[config.mk]
export PLATFORM = sky130hd
export DESIGN_NAME = booth_ctrl
export DESIGN_NICKNAME = d
export VERILOG_FILES = /design/src/rtl/booth_ctrl.sv
export SDC_FILE = /design/constraint.sdc
export NUM_CORES = 1
export LEC_CHECK = 0
export CORE_ASPECT_RATIO = 0.8
export CORE_MARGIN = 2
export CORE_UTILIZATION = 36
export CTS_CLUSTER_SIZE = 40
export DETAILED_ROUTE_END_ITERATION = 16
export PLACE_DENSITY_LB_ADDON = 0.12
export SYNTH_ARGS = -nofsm -noshare
export SYNTH_HDL_FRONTEND = slang
export SYNTH_SLANG_ARGS = --single-unit
export TNS_END_PERCENT = 30
[constraint.sdc]
create_clock -name clk -period 1.65 [get_ports clk]
set_clock_uncertainty 0.15 [all_clocks]
set_input_delay 0.495 -clock clk [delete_from_list [all_inputs] [get_ports clk]]
set_output_delay 0.495 -clock clk [all_outputs]
set_load 0.02 [all_outputs]
[src/rtl/booth_ctrl.sv]


module booth_ctrl #(
  parameter int INPUT_WIDTH  = 6,
  parameter int OUTPUT_WIDTH = 12,
  parameter int ITERATIONS   = 3
) (
  input  logic                    clk,
  input  logic                    rst_n,
  input  logic                    in_valid,
  output logic                    in_ready,
  input  logic [INPUT_WIDTH-1:0]  in_a,
  input  logic [INPUT_WIDTH-1:0]  in_b,
  output logic [INPUT_WIDTH-1:0]  mul_multiplicand,
  output logic [INPUT_WIDTH-1:0]  mul_multiplier,
  output logic                    mul_load,
  output logic                    mul_en_inp,
  output logic                    mul_en_p,
  input  logic [OUTPUT_WIDTH-1:0] mul_product,
  output logic                    out_valid,
  input  logic                    out_ready,
  output logic [OUTPUT_WIDTH-1:0] out_product,
  output logic                    busy
);
  typedef enum logic [2:0] {IDLE, LOAD, PREP, ACC, CAPT, OUT} state_t;

  localparam logic [1:0] LAST_ITER = 2'(ITERATIONS - 1);

  state_t     state, state_nx;
  logic [1:0] iter;

  always_ff @(posedge clk or negedge rst_n) begin
    if (!rst_n) begin
      state            <= IDLE;
      iter             <= '0;
      mul_multiplicand <= '0;
      mul_multiplier   <= '0;
      out_product      <= '0;
    end else begin
      state <= state_nx;
      if (state == IDLE && in_valid) begin
        mul_multiplicand <= in_a;
        mul_multiplier   <= in_b;
        iter             <= '0;
      end
      if (state == ACC && iter != LAST_ITER) iter <= iter + 2'd1;
      if (state == CAPT) out_product <= mul_product;
    end
  end

  // Every output is a pure state decode, so out_ready never reaches in_ready
  // combinationally and the datapath strobes are one-hot by construction.
  always_comb begin
    state_nx   = state;
    in_ready   = 1'b0;
    busy       = 1'b1;
    mul_load   = 1'b0;
    mul_en_inp = 1'b0;
    mul_en_p   = 1'b0;
    out_valid  = 1'b0;
    case (state)
      IDLE: begin
        in_ready = 1'b1;
        busy     = 1'b0;
        if (in_valid) state_nx = LOAD;
      end
      LOAD: begin
        mul_load = 1'b1;
        state_nx = PREP;
      end
      PREP: begin
        mul_en_inp = 1'b1;
        state_nx   = ACC;
      end
      ACC: begin
        mul_en_p = 1'b1;
        state_nx = (iter == LAST_ITER) ? CAPT : PREP;
      end
      CAPT: state_nx = OUT;
      OUT: begin
        out_valid = 1'b1;
        if (out_ready) state_nx = IDLE;
      end
      default: state_nx = IDLE;
    endcase
  end
endmodule

==> reports/results.ini, run 1 <==
[status]
status=finished with violations
violated_checks=setup timing

[detailed_routing]
num_vias=912
avgRoutedWirePerCell_microns=14.47
detail_route.drc_violations=0
drt_first_pass_iters=4
detail-route-antenna-nets=0
via_per_inst=4.583
routed_wire_length_microns=2879
drt_iter0_markers=16

[sta]
max-slew-margin-rel=0.8471
finalWorstSetupSlack_ns=-0.2284
timing.final.crit_share=1.138
min_period_ns=1.878
timing.final.max_slew_violations=0
finalHoldWorstSlack_ns=0.3278
setup_viol=32
rsz0062_at_grt=true
worst-slew-pin-transition_ns=0.2303
achievable-frequency_mhz=532.4
hold_violations=0

[grt]
grt_antenna_before_repair=0
grtUsageTotal=0.1538
globalRouteOverflowTotal=0
grt_first_pass_wirelength_microns=4657
pin_count_of_the_biggest_net_entering_global_routing=30
first_global_vias=999

[power_and_ir_drop]
total_power_per_unit_cell_area_nw_per_um2=1819
p_leak_nw=1.019
max-vdd-ir-drop_mv=0.9562
final_total_pwr_mw=3.957

[clock_network]
cts_tree=yes
clock_tree.root_cell=sky130_fd_sc_hd__clkbuf_8
clockBufferDepth=2
worstSkewPairLatency_ns=0.27
numClockSinks=29
cts_inserted_buffers=5
clkTransAtPathRegs_ns=0.06
h_tree_depth=2
postCtsHoldBufs=0

[logic_synthesis]
postSynthAreaPerCell_sq_um=15.26
post_synth_inst_count=82
ys_top_cells_by_area=sky130_fd_sc_hd__dfrtp_1, sky130_fd_sc_hd__mux2_2, sky130_fd_sc_hd__mux2_4
synth.cell_area_sq_um=1251
netlist.top_cell.by_area=sky130_fd_sc_hd__dfrtp_1
synth.yosys.warnings=0
synthDominantCellAreaShare=0.5800
yosysUniqueCellTypes=24
synth.ff_latch_count=29
postSynth.topFlopCell=sky130_fd_sc_hd__dfrtp_1
synth.most_common_cell=sky130_fd_sc_hd__dfrtp_1
post_synth_net_total=111
netlist_top_cells_count=sky130_fd_sc_hd__dfrtp_1, sky130_fd_sc_hd__mux2_2, sky130_fd_sc_hd__mux2_4
synth-edff-count=0
async_reset_ff_frac=1.000
ys_seq_area_frac=0.5800

[die]
start_util=0.3706
floorplan.io_pins=58
die_area_sq_um=3966
die_h_microns=56.73
floorplan.die.width_microns=69.91
total_number_of_placement_rows=19
core_area_sq_um=3376

[critical_path]
worst_setup_path_endpoint=out_valid
critical_path.reg2reg.startpoint=state[0]
worst_setup_path_startpoint=state[1]
timing.critical_path.arrival_ns=1.23
cp-end-kind=primary output
regToRegEndpoint=mul_multiplicand[2]
startpoint_type=flip-flop
timing.reg2reg.setup_slack_ns=-0.13
cp.required_ns=1.00
path_max_fanout=4
crit_type=flip-flop to primary output
ff2ff_path_depth=6

[cells_and_area]
finish.net_count=185
drive_gt1_frac=0.3822
syn_to_final_growth_pct=73.80
utilization=0.6442
layout_filler_cell_count=271
num_antenna_cells=0

[flow_run]
drv.max_cap_violation_count=0

[placement]
place_hpwl_microns=1961
numPortBuffers=57
place_congestion=0.7285

[hold_path]
holdCritPathClass=flip-flop to flip-flop

[worst min path at each step]
stage                     slack, ns      end  startpoint  cells after the start
final                          0.33  iter[0]     iter[0]                      1
after global routing           0.36  iter[0]     iter[0]                      1
after CTS                      0.35  iter[0]     iter[0]                      1
after detailed placement       0.34  iter[0]     iter[0]                      1
after global placement         0.33  iter[0]     iter[0]                      1
after floorplan                0.05  iter[0]       rst_n                      0
[kinds of logic after synthesis]
kind of cell               count (synthesis)  synth area share
muxes                                     24            0.2400
DFF                                       29            0.5800
buffers and inverters                      7           0.03999
AOI/OAI and AO/OA                          5           0.02500
and+or+nand+nor                           16            0.1050
adders and majority gates                  1          0.009998
[through the flow]
stage	cell area, sq um	setup WS (ns)	TNS, ns	cells
after floorplan	1260	-0.1105	-0.2171	82
after global placement	1946	-0.3945	-7.287	185
after detailed placement	1946	-0.4077	-8.005	185
after CTS	2079	-0.2322	-3.146	196
after global routing	2175	-0.2752	-4.657	199
final	2175	-0.2284	-3.162	199
[what timing repair did]
item,CTS,global route
endpoints found under the setup margin,56,43
buffers inserted,3,2
pin swaps,2,2
resized for setup,75,25
cloned,0,1
[critical path: stages, from the launching register on]
cell	delay, ns
sky130_fd_sc_hd__dfrtp_1	0.43
sky130_fd_sc_hd__buf_6	0.15
sky130_fd_sc_hd__nor2b_4	0.12
sky130_fd_sc_hd__and2_4	0.15
sky130_fd_sc_hd__buf_6	0.11
[cells in the final DEF, fill, tap and decap left out, types with 2 or more instances in the layout]
master,Yosys,layout
sky130_fd_sc_hd__dfrtp_1,29,29
sky130_fd_sc_hd__clkdlybuf4s50_1,0,27
sky130_fd_sc_hd__mux2_4,8,24
sky130_fd_sc_hd__clkdlybuf4s15_1,0,13
sky130_fd_sc_hd__buf_6,3,12
sky130_fd_sc_hd__dlygate4sd2_1,0,11
sky130_fd_sc_hd__clkbuf_8,0,5
sky130_fd_sc_hd__buf_4,0,5
sky130_fd_sc_hd__buf_12,0,3
sky130_fd_sc_hd__nor3b_2,0,2
sky130_fd_sc_hd__nand3b_1,2,2
sky130_fd_sc_hd__o21ai_1,0,2
sky130_fd_sc_hd__nor2_1,2,2
sky130_fd_sc_hd__clkinv_2,0,2
[registers in the layout (all words and copies together), names as in the netlist]
| register | cells |
|---|---|
| mul_multiplier | 6 |
| out_product | 12 |
| state | 3 |
| iter | 2 |
| mul_multiplicand | 6 |
[power breakdown]
part	internal (mW)	switching (mW)	total (mW)
clock network	0.291	0.251	0.542
logic	1.21	0.952	2.16
registers	1.05	0.198	1.25
[final cells by class]
| type | instances | area, sq um | area share |
|---|---|---|---|
| multi-input combinational | 46 | 551.8 | 0.2537 |
| clock buffer | 6 | 72.57 | 0.03337 |
| timing repair buffer | 72 | 754.5 | 0.3469 |
| sequential | 29 | 725.7 | 0.3337 |
| inverter | 2 | 7.507 | 0.003452 |
| clock inverter | 2 | 10.01 | 0.004603 |
| tap | 42 | 52.55 | 0.02417 |
[per-layer routing]
| metal | vias up | routed length, microns | GRT usage |
|---|---|---|---|
| met5 | - | 0 | 0 |
| met4 | 0 | 27 | 0.06593 |
| met3 | 2 | 175 | 0.05206 |
| met2 | 37 | 1416 | 0.2449 |
| met1 | 443 | 1259 | 0.1915 |
| li1 | 430 | - | - |
(Power assumes the default switching activity.)
==> run 2, diff against run 1 <==
--- a/config.mk
+++ b/config.mk
@@ -10,7 +10,9 @@
 export CORE_UTILIZATION = 36
 export CTS_CLUSTER_SIZE = 40
 export DETAILED_ROUTE_END_ITERATION = 16
+export MAX_ROUTING_LAYER = met4
 export PLACE_DENSITY_LB_ADDON = 0.12
+export SETUP_SLACK_MARGIN = 0.4
 export SYNTH_ARGS = -nofsm -noshare
 export SYNTH_HDL_FRONTEND = slang
 export SYNTH_SLANG_ARGS = --single-unit
==> reports/results.ini, run 2 (synthesis results as in run 1) <==
[critical_path]
cp-end-kind=primary output
cp.required_ns=1.00
ff2ff_path_depth=5
timing.critical_path.arrival_ns=1.21
cp_num_buf_inv=2
stages_on_worst_setup_path=3
path_max_fanout=2
crit_family=simple AND/OR/NAND/NOR gates
critical_path_cell_with_the_highest_stage_delay=sky130_fd_sc_hd__or3_4
worst_path_largest_cell_delay_ns=0.41
startpoint_type=flip-flop
crit_type=flip-flop to primary output
worstPathCellList=or3_4 > inv_4 > buf_6

[sta]
hold_violations=0
finalWorstSetupSlack_ns=-0.2078
rsz0062_at_grt=true
achievable-frequency_mhz=538.3
worst-slew-pin-transition_ns=0.2366
timing.final.max_slew_violations=0
min_period_ns=1.858
finalHoldWorstSlack_ns=0.3376
max-slew-margin-rel=0.8416
setup_viol=28
finalSetupTns_ns=-1.976
timing.final.crit_share=1.126

[grt]
grt_antenna_before_repair=0
grtUsageTotal=0.1543
pin_count_of_the_biggest_net_entering_global_routing=30
grt_first_pass_wirelength_microns=4560
globalRouteOverflowTotal=0
first_global_vias=986

[detailed_routing]
num_vias=912
detail-route-antenna-nets=0
drt_iter0_markers=29
drt_first_pass_iters=2
avgRoutedWirePerCell_microns=13.96
routed_wire_length_microns=2750
via_per_inst=4.629
detail_route.drc_violations=0

[clock_network]
postCtsHoldBufs=0
clkTransAtPathRegs_ns=0.06
cts_inserted_buffers=5
h_tree_depth=2
clockBufferDepth=2
clock_tree.root_cell=sky130_fd_sc_hd__clkbuf_8
cts_tree=yes
numClockSinks=29
worstSkewPairLatency_ns=0.27

[status]
status=finished with violations
violated_checks=setup timing

[cells_and_area]
finish.net_count=183
num_antenna_cells=0
largest_register_ff_count=12
final_common_cell=sky130_fd_sc_hd__buf_6
reg.largest.list=out_product x12, mul_multiplicand x6, mul_multiplier x6
drive_gt1_frac=0.5355
syn_to_final_growth_pct=76.30
register_bank_with_the_most_flops=out_product
final_cell_mix=sky130_fd_sc_hd__buf_6, sky130_fd_sc_hd__dfrtp_1, sky130_fd_sc_hd__clkdlybuf4s50_1
post-route-cell-area_sq_um=2206
stdcell_count=197
layout_filler_cell_count=250

[die]
core_area_sq_um=3376
total_number_of_placement_rows=19
die_area_sq_um=3966
start_util=0.3706
floorplan.die.width_microns=69.91
die_h_microns=56.73
floorplan.io_pins=58

[power_and_ir_drop]
p_leak_nw=1.027
max-vdd-ir-drop_mv=1.057
final_total_pwr_mw=4.348
total_power_per_unit_cell_area_nw_per_um2=1971

[placement]
numPortBuffers=57
place_congestion=0.7160
place_area_sq_um=1954
cell_count_after_placement=186
place_hpwl_microns=1900

[hold_path]
worstHoldPathCells=1
holdCritPathClass=flip-flop to flip-flop

[flow_run]
drv.max_cap_violation_count=0

==> run 2: cell count changes in the layout (fill, tap and decap cells not counted), moves of 2 or more <==
cell | before | now
sky130_fd_sc_hd__clkdlybuf4s15_1 | 13 | 0
sky130_fd_sc_hd__buf_6 | 12 | 33
sky130_fd_sc_hd__buf_4 | 5 | 8
sky130_fd_sc_hd__dlygate4sd2_1 | 11 | 1
sky130_fd_sc_hd__clkinv_2 | 2 | 0
==> run 2: final timing paths <==
kind,from,endpoint,slack [ns]
setup / recovery,state[0],in_ready,-0.21
hold / removal,iter[0],iter[0],0.34
setup reg to reg,state[2],mul_multiplier[0],-0.08
hold reg to reg,iter[0],iter[0],0.34
max in group asynchronous,rst_n,iter[0],0.76
min in group asynchronous,rst_n,out_product[9],0.43
==> run 2: metrics by stage <==
| stage | utilization | worst slack (ns) |
|---|---|---|
| 3_3_place_gp | 0.5789 | -0.3849 |
| 3_5_place_dp | 0.5789 | -0.4166 |
| 5_1_grt | 0.6534 | -0.2672 |
| 2_1_floorplan | - | -0.06660 |
| 4_1_cts | 0.6383 | -0.2240 |
| 6_report | 0.6534 | -0.2078 |
==> run 2: worst reg2reg max path: cells and delay by family (launching register included) <==
family | cells | cell delay [ns]
buffers and inverters | 3 | 0.47
flip-flops | 1 | 0.39
multiplexers | 1 | 0.31
AND/OR/NAND/NOR | 1 | 0.30
==> run 2: area by class of cell <==
| class | instances | area, sq um | share of cell area |
|---|---|---|---|
| inverter | 2 | 10.01 | 0.004538 |
| multi-input combinational | 46 | 560.5 | 0.2541 |
| sequential | 29 | 725.7 | 0.3290 |
| clock buffer | 7 | 86.33 | 0.03914 |
| timing repair buffer | 70 | 740.7 | 0.3358 |
| tap | 42 | 52.55 | 0.02382 |
| clock inverter | 1 | 30.03 | 0.01361 |
==> run 2: power by group <==
group          total (mW)  leakage (nW)  switching, mW  internal [mW]
Clock               0.738        0.0585          0.247          0.491
Sequential           1.30         0.363          0.249           1.06
Combinational        2.31         0.605          0.943           1.36
==> run 2: timing repair <==
item | in CTS | in global routing
gates resized for setup | 190 | 14
pin swaps | 2 | 0
endpoints found under the setup margin | 57 | 58
setup buffers | 3 | 0
==> run 2: layer usage <==
layer / track usage / vias up / share of wire
li1: - / 428 / -
met1: 0.1858 / 450 / 0.43
met2: 0.2408 / 29 / 0.51
met3: 0.04847 / 5 / 0.054
met4: 0.06593 / 0 / 0.011
met5: - / - / 0
==> RTL change 1, RTL diff (flow settings as in run 2) <==
Change the parameter `INPUT_WIDTH` from 6 to 3.
--- a/src/rtl/booth_ctrl.sv
+++ b/src/rtl/booth_ctrl.sv
@@ -1,7 +1,7 @@
 
 
 module booth_ctrl #(
-  parameter int INPUT_WIDTH  = 6,
+  parameter int INPUT_WIDTH  = 3,
   parameter int OUTPUT_WIDTH = 12,
   parameter int ITERATIONS   = 3
 ) (
Interface: changed (resized in_a, in_b, mul_multiplicand and mul_multiplier); port bits go from 58 to 46. The function was not compared with the original's and may differ.
==> RTL change 1 against run 2 <==
The flow still finishes with violations (negative setup slack). Via count shrank 17%. Final area down 22%. Routed wire length is 20% lower. Non-clock buffer count down 14. Area after synthesis down 21%. Sequential power decreased by 22%. Sequential share of layout area grew 0.75 points. Sequential cell count is 6 lower. Critical path type unchanged. Power decreased by 28%. Critical path depth decreased by 1. Cell count fell by 18%. Synthesized cell count down 16%. Setup slack worse by 0.060 ns.
==> RTL change 1: results (changes against run 2) <==
Synthesis
  • Sequential-to-total area share from yosys stat: 58.0% (about the same)
  • Compound-cell area share of the yosys netlist: 3.15% (+0.65 points)
  • Fraction of the mapped netlist area in adder cells: 1.26% (+0.26 points)
  • Syn nets: 92 (-17%)
  • Post-synth top cells: dfrtp_1 (23), mux2_2 (18), o21ai_0 (3)
  • Top post-synthesis cells by area: dfrtp_1 (58%), mux2_2 (20%), nor4b_4 (2.4%)
  • Gate Count Post-Synth: 69 (-16%)
  • Post-synthesis mux area share: 20.4% (-3.6 points)
  • Post-synth cell types: 23 (-4.2%)

Place
  • Post-Place Cell Area: 1550 µm² (-21%)
  • PortBufs: 45 (-21%)
  • DP Cell Count: 153 (-18%)
  • Dpl ws: -0.395 ns (+0.0217 ns)
  • Detailed placer's ending HPWL: 1.49 mm (-22%)

Finish
  • Storage element area: 576 µm² (-21%)
  • Syn-to-layout area delta: 72.4%
  • Buffers excl. clock: 56 (-20%)
  • Final clock-cell share: 1.54% (-3.7 points)
  • Clock buf count: 4 (-3)
  • #MultiIn Comb: 41 (-11%)
  • Layout non-clock buf frac: 33.6% (about the same)
  • Area of the multi-input gates: 479 µm² (-15%)
  • Filler cell count: 202 (-19%)
  • Signal inverters: 2 (unchanged)
  • Layout cells sized above 1: 53.2% (-0.37 points)

Global route
  • Grt met3 use: 4.85% (about the same)
  • GRT Util Overall: 13.7% (-1.7 points)
  • Largest net degree at the start of global routing: 24 (-20%)
  • GR Util met2: 22.2% (-1.9 points)
  • Routing usage on met1: 17.2% (-1.4 points)

STA
  • Setup-failing EPs final: 24 (-14%)
  • Post-route setup TNS: -2.15 ns (-0.178 ns)
  • Slew of the pin with the lowest slew margin: 0.278 ns (+0.0418 ns)
  • Hold Slack: 0.347 ns (+0.00896 ns)
  • Slack of the critical path: -0.268 ns (-0.0597 ns)

Outcome
  • Failing checks: negative setup slack
  • Outcome: complete, but fails checks

Power
  • Sw Share: 35.8% (+2.7 points)
  • Power density cells: 1820 nW/µm² (-7.8%)
  • Leakage: 0.000790 µW (-23%)
  • VDD IR max: 0.00108 V (+2.6%)

Setup path
  • RR Endpoint: mul_multiplier[2]
  • R2R cell count: 6 (+1)
  • Worst Setup EP: busy
  • Worst path arrival time: 1.27 ns (+0.06 ns)

Detailed routing
  • Vias per inst: 4.65 (+0.40%)
  • TritonRoute pass-1 iters: 4 (+2)
  • Met2 WL: 1.07 mm (-23%)
  • Final WL: 2.21 mm (-20%)
  • Starting DRC count in detailed routing: 23 (-21%)
  • Met3 routed WL: 126 µm (-15%)
  • Via total after detailed routing: 753 (-17%)

CTS
  • Clk pin slew, worst setup/hold paths: 0.12 ns (+0.06 ns)
  • Max H-tree Level: 1 (-1)
  • Num CTS Buffers: 3 (-2)
==> RTL change 1: cell families (layout without fill, tap and decap cells) <==
group	Yosys count	in the layout
fa+ha+maj	1	1
flops	23	23
compound gates	5	5
buf+inv	6	62
mux	18	18
simple gates	16	17
==> RTL change 1: repair_timing <==
| action | 4_1_cts | 5_1_grt |
|---|---|---|
| cloned | 0 | 1 |
| pin swaps | 4 | 1 |
| setup endpoints to repair | 46 | 46 |
| hold endpoints to repair | 0 | 0 |
| hold buffers | 0 | 0 |
| resized for setup | 152 | 15 |
| setup buffers | 3 | 1 |
==> RTL change 1: power groups by stage <==
stage	clock network [µW]	logic, µW	registers (µW)
final	250	1840	1020
after global routing	286	1940	1060
after CTS	263	1750	1020
after detailed placement	0	1640	970
after global placement	0	1610	963
after floorplan	0	679	1230
==> RTL change 1: worst max-delay path, cell delays in order, from the launching register on <==
cell and delay [ns]:
dfrtp_1 0.41, or3_4 0.39, buf_4 0.17
==> RTL change 2, RTL diff (config.mk and constraints of run 2) <==
Made on the original files. Reset style: synchronous (`rst_n`), changed in one clocked block.
--- a/src/rtl/booth_ctrl.sv
+++ b/src/rtl/booth_ctrl.sv
@@ -29,7 +29,7 @@
   state_t     state, state_nx;
   logic [1:0] iter;
 
-  always_ff @(posedge clk or negedge rst_n) begin
+  always_ff @(posedge clk) begin
     if (!rst_n) begin
       state            <= IDLE;
       iter             <= '0;
Behaviour: differs if rst_n is asserted again (counterexample within 4 cycles, from zero or initial values and one cycle with rst_n low); with rst_n held inactive, the same outputs for 10 cycles.
==> RTL change 2 against run 2 <==
The flow still finishes with violations (negative setup slack). Utilization increased by 6.1 points. Setup slack got worse by 0.0046 ns. Sequential cell count unchanged. Area after synthesis increased by 7.2%. Final area increased by 13%. Routed wire length increased by 40%. First-iteration DRC count increased by 45%. Worst hold slack got worse by 0.023 ns. Die area increased by 6.7%. Cell count increased by 30%. Highest routed layer unchanged.
Power is not compared: it rests on default switching activity, and its combinational part moved more than twofold at a synthesized area within 25%.
==> RTL change 2: results (changes against run 2) <==
Synthesis
  • Post-synth cell types: 33 (+38%)
  • Asr flop ratio synth: 0% (-100 points)
  • Yosys warning count: 0 (unchanged)
  • Top post-synthesis cells by area: dfxtp_1 (43%), mux2i_1 (9.0%), nand2_2 (8.9%)
  • Post-synth top cells: dfxtp_1 (29), nand2_2 (19), mux2i_1 (12), nor2b_1 (12), a21boi_2 (9)
  • Sequential-to-total area share from yosys stat: 43.3% (-15 points)
  • Syn nets: 157 (+41%)
  • Main synth FF type: dfxtp_1

Detailed routing
  • Final WL: 3.86 mm (+40%)
  • TritonRoute pass-1 iters: 4 (+2)
  • Max layer used: met4
  • Via total after detailed routing: 1,245 (+37%)
  • Met1 WL: 1.58 mm (+34%)
  • Met2 WL: 2.05 mm (+47%)
  • Met3 routed WL: 182 µm (+22%)
  • Starting DRC count in detailed routing: 42 (+45%)

Min path
  • Hold Path Stages: 2 (+1)
  • HP Start: mul_multiplier[0]
  • Worst min path class: reg2reg
  • Worst hold endpoint: mul_multiplier[0]

Place
  • GPL Wtd Cong: 0.747 (+4.4%)
  • Dpl ws: -0.412 ns (+0.00475 ns)
  • PortBufs: 57 (unchanged)
  • Detailed placer's ending HPWL: 2.35 mm (+24%)

Setup path
  • Crit-path max FO: 4 (+2)
  • R2R cell count: 8 (+3)
  • Flop-to-flop setup slack: -0.11 ns (-0.03 ns)
  • RR Endpoint: mul_multiplier[4]
  • Reg2reg start: state[1]

CTS
  • Clk Latency, worst-skew pair: 0.28 ns
  • Num CTS Buffers: 5 (unchanged)
  • Max H-tree Level: 2 (unchanged)
  • Deepest clock path buffer count: 2 (unchanged)
  • Clk pin slew, worst setup/hold paths: 0.06 ns (about the same)
  • CTS root buf: clkbuf_8

Global route
  • GRT Util Overall: 17.8% (+2.3 points)
  • Number of global-route vias before repair: 1,304 (+32%)
  • Initial antenna violation count: 0 (unchanged)
  • Largest net degree at the start of global routing: 15 (-50%)
  • Wire length of the first global-routing pass: 5.64 mm (+24%)

Outcome
  • Outcome: complete, but fails checks
  • Failing checks: negative setup slack

STA
  • Hold Slack: 0.315 ns (-0.0230 ns)
  • Setup-failing EPs final: 19 (-32%)
  • Slew headroom: 83.1% (-1.1 points)
  • Slack of the critical path: -0.212 ns (-0.00459 ns)

Power
  • VDD IR max: 0.000902 V

Finish
  • Top flop regs: out_product: 12 flops, mul_multiplicand: 6 flops, mul_multiplier: 6 flops
  • Filler cell count: 246 (-1.6%)
  • Nets: 243 (+33%)
  • Diodes inserted: 0 (unchanged)
  • Layout cells sized above 1: 66.5% (+13 points)

Flow run
  • Number of max-cap violations: 0 (unchanged)
## RTL change 2: cell count changes in the layout (fill, tap and decap cells not counted), moves of 12 or more
cell     before  now
buf_4         8   20
dfrtp_1      29    0
dfxtp_2       0   25
mux2_4       24    0
nand2_2       0   18
nor2b_1       0   12
## RTL change 2: area by class of cell
type	count	area share, %
Clock inverter	1	1.20
Multi-Input combinational cell	88	31.6
Sequential cell	29	24.8
Tap cell	42	2.10
Clock buffer	7	3.46
Timing Repair Buffer	87	36.3
Inverter	3	0.551
## RTL change 2: cell families after synthesis
group / Yosys count / synth area share [%]
DFF: 29 / 43.3
muxes: 12 / 8.96
adders and majority gates: 1 / 0.933
and+or+nand+nor: 55 / 28.0
buffers and inverters: 12 / 5.97
AOI/OAI and AO/OA: 19 / 12.9
## RTL change 2: metrics by stage
stage / std cells / TNS, ns / cell area (µm²) / utilization, %
3_3_place_gp: 232 / -6.96 / 2050 / 58.7
5_1_grt: 257 / -3.07 / 2500 / 71.5
2_1_floorplan: 128 / -0.00302 / 1380 / -
3_5_place_dp: 232 / -7.28 / 2050 / 58.7
6_report: 257 / -1.85 / 2500 / 71.5
4_1_cts: 247 / -0.799 / 2290 / 65.6
## RTL change 2: worst max path at each step
stage | from | endpoint | slack, ns | cells past startpoint
floorplan | state[1] | in_ready | -0.003 | 3
global placement | in_valid | mul_multiplier[5] | -0.38 | 4
detailed placement | in_valid | mul_multiplicand[0] | -0.41 | 4
CTS | state[0] | in_ready | -0.20 | 3
global route | state[0] | busy | -0.24 | 2
finish | state[0] | busy | -0.21 | 2
## RTL change 2: power by group
group / internal [µW] / switching, µW / total [µW]
logic: 527 / 426 / 953
registers: 780 / 51.3 / 831
clock network: 492 / 274 / 765
total: 1800 / 751 / 2550
## RTL change 2: worst max-delay path, stage by stage (launching register included)
cell and delay, ns:
dfxtp_4 0.35, or3_4 0.41, buf_4 0.17
## RTL change 2: layer usage
metal / up-vias / track usage [%]
met3: 7 / 4.62
li1: 606 / -
met5: - / -
met4: 0 / 8.36
met1: 598 / 19.8
met2: 34 / 29.9
## RTL change 2: timing repair
action / in CTS / in global routing
resized for setup: 209 / 28
setup endpoints to repair: 59 / 59
pin swaps: 14 / 24
buffers inserted: 7 / 8
gates cloned: 0 / 2
